<file path="config.mk">
export PLATFORM = sky130hd
export DESIGN_NAME = au_cnt_gray
export DESIGN_NICKNAME = d
export VERILOG_FILES = /design/src/rtl/au_cnt_gray.sv
export SDC_FILE = /design/constraint.sdc
export NUM_CORES = 1
export LEC_CHECK = 0
export CORE_ASPECT_RATIO = 0.75
export CORE_MARGIN = 2
export CORE_UTILIZATION = 35
export DETAILED_ROUTE_END_ITERATION = 12
export PLACE_DENSITY_LB_ADDON = 0.08
export SLEW_MARGIN = 10
export SYNTH_ARGS = -nofsm -noshare
export SYNTH_HDL_FRONTEND = slang
export SYNTH_SLANG_ARGS = --single-unit
</file>
<file path="constraint.sdc">
create_clock -name clk -period 7.05 [get_ports clk]
set_clock_uncertainty 0.15 [all_clocks]
set_input_delay 1.7625 -clock clk [delete_from_list [all_inputs] [get_ports clk]]
set_output_delay 1.7625 -clock clk [all_outputs]
set_load 0.03 [all_outputs]
</file>
<file path="src/rtl/au_cnt_gray.sv">
// Gray-code up/down counter with load and a wrap or saturate mode at the ends of the range.
// z is the registered Gray count, zb its combinational binary decode, co the registered end-of-range flag.
module au_cnt_gray #(
    parameter int WIDTH = 8,
    parameter int ARCH  = 0,
    parameter int SAT   = 0
) (
    input  logic             clk,
    input  logic             rst,
    input  logic             ld,
    input  logic [WIDTH-1:0] d,
    input  logic             ci,
    input  logic             dn,
    output logic [WIDTH-1:0] z,
    output logic [WIDTH-1:0] zb,
    output logic             co
);
    // Gray code of the largest binary value: only the MSB set.
    localparam logic [WIDTH-1:0] GTOP   = WIDTH'(1) << (WIDTH - 1);
    localparam bit               SAT_EN = (SAT == 1);

    logic [WIDTH-1:0] step;
    logic             at_end;

    if (WIDTH < 1) begin : g_bad_width
        $error("au_cnt_gray: illegal parameter WIDTH=%0d (legal: >= 1)", WIDTH);
    end
    if (SAT < 0 || SAT > 1) begin : g_bad_sat
        $error("au_cnt_gray: illegal parameter SAT=%0d (legal: 0..1)", SAT);
    end

    always_comb begin
        zb = '0;
        for (int i = 0; i < WIDTH; i++) begin
            zb[i] = ^(z >> i);
        end
    end

    assign at_end = dn ? (z == '0) : (z == GTOP);

    // All three variants produce the wrapping neighbour of z in the direction dn.
    if (ARCH == 0) begin : g_arith
        logic [WIDTH-1:0] nb;
        assign nb   = dn ? (zb - WIDTH'(1)) : (zb + WIDTH'(1));
        assign step = nb ^ (nb >> 1);
    end else if (ARCH == 1) begin : g_scan
        logic             par;
        logic             found;
        logic [WIDTH-1:0] flip;
        assign par = ^z;
        // Even parity going up (odd going down) flips bit 0; otherwise the bit left of the lowest one.
        always_comb begin
            flip  = '0;
            found = 1'b0;
            if (par == dn) begin
                flip[0] = 1'b1;
            end else begin
                for (int i = 0; i < WIDTH - 1; i++) begin
                    if (!found && z[i]) begin
                        flip[i+1] = 1'b1;
                        found     = 1'b1;
                    end
                end
                if (!found) begin
                    flip[WIDTH-1] = 1'b1;
                end
            end
        end
        assign step = z ^ flip;
    end else if (ARCH == 2) begin : g_isolate
        logic             par;
        logic [WIDTH-1:0] lsb;
        logic [WIDTH-1:0] left;
        logic [WIDTH-1:0] flip;
        assign par  = ^z;
        assign lsb  = z & (~z + WIDTH'(1));
        assign left = lsb << 1;
        assign flip = (par == dn) ? WIDTH'(1) : ((left == '0) ? GTOP : left);
        assign step = z ^ flip;
    end else begin : g_bad_arch
        $error("au_cnt_gray: illegal parameter ARCH=%0d (legal: 0..2)", ARCH);
        assign step = z;
    end

    always_ff @(posedge clk) begin
        if (rst) begin
            z  <= '0;
            co <= 1'b0;
        end else if (ld) begin
            z  <= d;
            co <= 1'b0;
        end else if (ci) begin
            co <= at_end;
            if (!(at_end && SAT_EN)) begin
                z <= step;
            end
        end else begin
            co <= 1'b0;
        end
    end
endmodule

</file>
---- Word level (Yosys, flattened, before mapping) ----
Cells that the tools add are included.
Widths: inputs -> output; s select.
word-level totals
  bits in registers ....................... 9
  input bits .............................. 13
  word-level logic and storage cells ...... 22
cells by class
  eq/ne operators ......................... 1
  bitwise gates (word level) .............. 2
  add/sub/neg operators ................... 2
  multiplexer cells ....................... 4
  reductions and logical operators ........ 11
operators by type and width
  kind                 number
  $reduce_xor 8->1     8
  $mux 8               3
  $add 8x1->8 const B  1
  $eq 8x8->1 const B   1
  $logic_not 8->1      1
  $sub 8x1->8 const B  1
  $xor 8x7->8          1
  $reduce_or 3->1      1
  $reduce_bool 2->1    1
  $mux 1               1
  $not 1->1            1

---- Longest topological paths before layout ----
Gate-level depths: netlist (run 1).
  word-level depth ........................ 6
  mapped depth ............................ 14

---- Worst setup path after synthesis (run 1) ----
Ideal clock, no wire load.
  path kind ............................... register to output
  start point ............................. register z[7]
  end point ............................... output zb[0]
  path slack .............................. 2.929 ns
  data required time ...................... 5.137 ns
  data arrival time ....................... 2.209 ns
  cell stages (with the launch flop) ...... 6
  path through ............................ dfxtp_1 > inv_1 > ha_1 > xnor2_2 > inv_2 > xnor2_1
on the way
  longest elaborated chain between the ends .. 1
RTL lines
  element                   line  source
  start: declaration        14    output logic [WIDTH-1:0] z,
  start signal: assignment  95    z <= step;
  $reduce_xor 8->1          35    zb[i] = ^(z >> i);
  end: declaration          15    output logic [WIDTH-1:0] zb,
Every way passes these cells.

---- Worst setup path in the final report (run 1) ----
Same ends and word-level chain as after synthesis.

==> results.cfg, run 1 <==
[logic_synthesis]
synth_top_area_share_pct = 18.14
ys_seq_area_share_pct = 18.14
synth.area.top_cells = dfxtp_1, ha_1, xnor2_1
postSynthAreaPerCell_sq_um = 7.761
netlist_area_sq_um = 993.5
syn-num-nets = 153
yosysTopAreaCell = dfxtp_1
syn_inst = 128
yosysWarnings = 0
ys_seq_elements = 9
synth.distinct_cells = 31

[cts]
cts_resized = 0
cts_hold_buf = 0
postCtsSetupRepairBufs = 0
cts.sinks = 9
htreeDepth = 1
insertion_delay_ps = 230
cts_max_path_buffers = 2
clockRootBuffer = clkbuf_8
cts_tree = built
clk_pin_slew_ps = 50
cts_made_buffers = 3

[worst_setup_path]
arrival_ps = 2570
ff2ff_path_depth = 14
cp.required_ps = 5140
path_class = reg -> out
timing.rr.end = z[5]$_SDFFE_PP0P_
crit_path_end = zb[0]
cp-startpoint = z[7]$_SDFFE_PP0P_
slowest_delay_ps = 730
critPathMaxFanout = 6
start_kind = flip-flop
path_cells = inv_1, ha_1, xnor2_2, inv_2, xnor2_1, clkdlybuf4s50_1
r2r-start = z[7]$_SDFFE_PP0P_
endpoint_kind = primary output
slowest_stage = clkdlybuf4s50_1
regToRegSetupSlack_ps = 3620

[finish]
layout_common_cells = clkdlybuf4s50_1, inv_1, xnor2_1
layout.nets = 182
layout_commonest_cell = clkdlybuf4s50_1
insertedDiodeCount = 0
drive_gt1_share_pct = 6.410
area_growth_pct = 36.02

[timing]
maxClockFrequency_ghz = 0.2229
worst_slew_pin_slew_ps = 566.1
timing.setup.tns_ps = 0
slew_viol_final = 0
grt_setup_unrepaired = no
relSlewSlack_pct = 62.14
fin_crit_sh_pct = 63.64
final_hold_viol_count = 0
final-setup-viol-count = 0
period_needed_ps = 4487

[route]
num_vias = 934
via_per_inst = 4.865
drt_iter0_markers = 25
wire_per_inst_microns = 12.61
postRouteAntennaNets = 0
drc_errors = 0
finalWirelength_mm = 2.421
first_pass_iters = 4

[floorplan]
die_h_microns = 50.14
ios = 30
start_util_pct = 37.31
core_area_sq_um = 2663
dieArea_sq_um = 3285
die_w_microns = 65.52
rows = 16

[placement]
hpwl_mm = 1.938
gp_congestion = 0.7845
io_buffers = 29

[grt]
antenna_found_initial = 0
overflow = 0
grt_max_degree = 18
grt_pass1_wl_mm = 4.126
grt_pass1_vias = 887
grt_util_all_layers_pct = 16.43

[min_path]
min_path_type = reg -> reg

[outcome]
status = finished, final reports clean

[flow_run]
cap_violations = 0
## per-layer routing
layer  track usage [%]  vias up  share of wire [%]
met1             22.85      421                 49
met2             25.34       25                 45
met5                 0        -                  0
met3             4.260        2                4.6
met4             4.167        0               0.58
li1                  -      486                  -
## per-stage QoR
stage / setup WS, ps / instance area (sq um) / hold WS [ps] / util, % / std cells
after floorplan: 2929 / 993.5 / 638.1 / - / 128
final: 2563 / 1351 / 514.6 / 50.75 / 192
after global placement: 2742 / 1306 / 470.1 / 49.06 / 188
after global routing: 2411 / 1351 / 569.1 / 50.75 / 192
after detailed placement: 2683 / 1306 / 511.3 / 49.06 / 188
after CTS: 2552 / 1351 / 522.5 / 50.75 / 192
## area by class of cell
type / instances / area (sq um)
clock buffer: 4 / 45.04
fill: 280 / 1311
inverter: 16 / 60.06
multi-input combinational: 98 / 730.7
sequential: 9 / 180.2
tap: 36 / 45.04
timing repair buffer: 29 / 290.3
## synthesized netlist by cell type (all sizes together)
library cell  count
inv              16
xnor2            16
a21oi            12
nor2             12
ha               11
dfxtp             9
nor3              7
o21ai             5
xor2              5
clkbuf            4
nand2             4
o22ai             4
mux2i             3
nor2b             3
and2              2
o211ai            2
o21a              2
a31o              1
a31oi             1
and3              1
buf               1
fa                1
nand2b            1
nand3             1
nand4             1
o31a              1
o32ai             1
or3               1
## worst min-delay path by stage
stage	start	to	slack, ps	cells after the start
2_1_floorplan	z[0]$_SDFFE_PP0P_	z[0]$_SDFFE_PP0P_	640	4
3_3_place_gp	z[0]$_SDFFE_PP0P_	z[0]$_SDFFE_PP0P_	470	4
3_5_place_dp	z[0]$_SDFFE_PP0P_	z[0]$_SDFFE_PP0P_	510	4
4_1_cts	z[0]$_SDFFE_PP0P_	z[0]$_SDFFE_PP0P_	520	4
5_1_grt	z[0]$_SDFFE_PP0P_	z[0]$_SDFFE_PP0P_	570	4
6_report	z[0]$_SDFFE_PP0P_	z[0]$_SDFFE_PP0P_	510	4
## sequential cells by signal (all words and copies together), names as in the netlist
name and cells:
co 1, z 8
## worst max-delay path: cells and delay by family, from the launching register on
family	cells	cell delay [ps]
adder cells (fa/ha/maj)	1	380
buffers and inverters	3	950
XOR/XNOR	2	560
flip-flops	1	450
## kinds of logic (layout without fill, tap and decap cells)
| kind of cell | count (synthesis) | count (layout) | share of synthesized area, % |
|---|---|---|---|
| muxes | 3 | 3 | 3.023 |
| buffers and inverters | 21 | 49 | 8.311 |
| AOI/OAI and AO/OA | 29 | 29 | 18.64 |
| adders and majority gates | 12 | 12 | 15.87 |
| DFF | 9 | 9 | 18.14 |
| xor gates and xnor gates | 21 | 21 | 19.27 |
| and+or+nand+nor | 33 | 33 | 16.75 |
Power of run 1 is not shown: default switching activity piles up to over one toggle a cycle in this logic, so the estimate is an artifact.
==> inputs of run 2 (changes only) <==
clock period = 4.4 ns   (was 7.05 ns; I/O delays follow)
==> results of run 2 <==
Same layout as run 1 (identical final DEF). Status: finished, final reports clean.
Among the figures that moved: final weighted congestion in routability-driven placement 0.7845 -> 0.7846; setup slack after placement 2683 ps -> 695.1 ps; setup slack after layout 2563 ps -> 575.6 ps; register-to-register setup slack 3620 ps -> 970 ps
Power of run 2 is left out for the same reason.
==> inputs of run 3 (changes only) <==
MAX_ROUTING_LAYER = met4   (was unset)
==> run 3 against run 2 <==
  * Register-to-register slack about the same
  * Largest cell class unchanged
  * Critical path depth stayed put
  * Critical endpoint unchanged
  * Die area did not move
  * Clock-buffer cell count stayed put
  * Final area stayed put
  * Via count did not move
==> results.cfg, run 3 (synthesis results as in run 1) <==
[route]
finalWirelength_mm = 2.448
via_per_inst = 4.865
first_pass_iters = 4
wire_per_inst_microns = 12.75
drc_errors = 0
postRouteAntennaNets = 0
num_vias = 934
drt_iter0_markers = 30

[worst_setup_path]
cp.required_ps = 3150
crit_path_end = zb[0]
regToRegSetupSlack_ps = 970
arrival_ps = 2570
start_kind = flip-flop
critPathMaxFanout = 6
cp-startpoint = z[7]$_SDFFE_PP0P_
endpoint_kind = primary output
path_cells = inv_1, ha_1, xnor2_2, inv_2, xnor2_1, clkdlybuf4s50_1
path_class = reg -> out
timing.rr.end = z[5]$_SDFFE_PP0P_
r2r-start = z[7]$_SDFFE_PP0P_
ff2ff_path_depth = 14
slowest_stage = clkdlybuf4s50_1
slowest_delay_ps = 730

[timing]
grt_setup_unrepaired = no
relSlewSlack_pct = 60.41
slew_viol_final = 0
fin_crit_sh_pct = 86.93
final_hold_viol_count = 0
timing.setup.tns_ps = 0
final-setup-viol-count = 0
period_needed_ps = 3825
worst_slew_pin_slew_ps = 592.1
maxClockFrequency_ghz = 0.2614

[grt]
grt_max_degree = 18
grt_util_all_layers_pct = 16.88
overflow = 0
grt_pass1_wl_mm = 4.126
grt_pass1_vias = 891
antenna_found_initial = 0

[floorplan]
core_area_sq_um = 2663
dieArea_sq_um = 3285
die_w_microns = 65.52
start_util_pct = 37.31
ios = 30
rows = 16
die_h_microns = 50.14

[finish]
drive_gt1_share_pct = 6.410
insertedDiodeCount = 0
reg_top3 = z: 8 flops, co: 1 flops
layout_common_cells = clkdlybuf4s50_1, inv_1, xnor2_1
layout.nets = 182
layout_commonest_cell = clkdlybuf4s50_1
regMostFlops = z
largest_register_ffs = 8
n_fill_cell = 280
area_growth_pct = 36.02

[cts]
cts_tree = built
clockRootBuffer = clkbuf_8
postCtsSetupRepairBufs = 0
cts_resized = 0
htreeDepth = 1
cts_hold_buf = 0
insertion_delay_ps = 230
cts.sinks = 9
clk_pin_slew_ps = 50
cts_max_path_buffers = 2
cts_made_buffers = 3

[placement]
io_buffers = 29
gp_congestion = 0.7955
hpwl_mm = 1.938

[outcome]
status = finished, final reports clean

[flow_run]
cap_violations = 0

[min_path]
min_path_type = reg -> reg
-- run 3: cell counts in the layout (fill, tap and decap cells not counted) --
Identical to the previous run, type by type.
-- run 3: cell type report --
| cell class | instances | area (sq um) | area share, % |
|---|---|---|---|
| clock buffers | 4 | 45.04 | 3.333 |
| inverters | 16 | 60.06 | 4.444 |
| flip-flops and latches | 9 | 180.2 | 13.33 |
| well taps | 36 | 45.04 | 3.333 |
| repair buffers | 29 | 290.3 | 21.48 |
| multi-input cells | 98 | 730.7 | 54.07 |
-- run 3: metrics by stage --
step                area, sq um  utilization [%]  std cells  hold WS, ps  setup slack (ps)
CTS                        1351            50.75        192        522.5             564.1
global placement           1306            49.06        188        470.1             754.1
finish                     1351            50.75        192        514.9             575.1
floorplan                 993.5                -        128        638.1             412.1
detailed placement         1306            49.06        188        511.3             695.1
global route               1351            50.75        192        569.1             423.7
-- run 3: worst min-delay path by stage --
stage / start / to / slack (ps) / depth (start not counted)
floorplan: z[0]$_SDFFE_PP0P_ / z[0]$_SDFFE_PP0P_ / 640 / 4
global placement: z[0]$_SDFFE_PP0P_ / z[0]$_SDFFE_PP0P_ / 470 / 4
detailed placement: z[0]$_SDFFE_PP0P_ / z[0]$_SDFFE_PP0P_ / 510 / 4
CTS: z[0]$_SDFFE_PP0P_ / z[0]$_SDFFE_PP0P_ / 520 / 4
global route: z[0]$_SDFFE_PP0P_ / z[0]$_SDFFE_PP0P_ / 570 / 4
finish: z[0]$_SDFFE_PP0P_ / z[0]$_SDFFE_PP0P_ / 510 / 4
-- run 3: critical path, delay by kind of cell (launching register included) --
family / cells / cell delay (ps)
XOR/XNOR: 2 / 560
adder cells (fa/ha/maj): 1 / 380
buffers and inverters: 3 / 950
flip-flops: 1 / 450
-- run 3: metal layers --
layer,GRT usage (%),wire [microns],vias up
met5,-,0,-
met4,4.167,14,0
li1,-,-,487
met3,4.260,102,2
met1,22.85,1235,424
met2,25.34,1095,21
Power of run 3 is left out for the same reason.
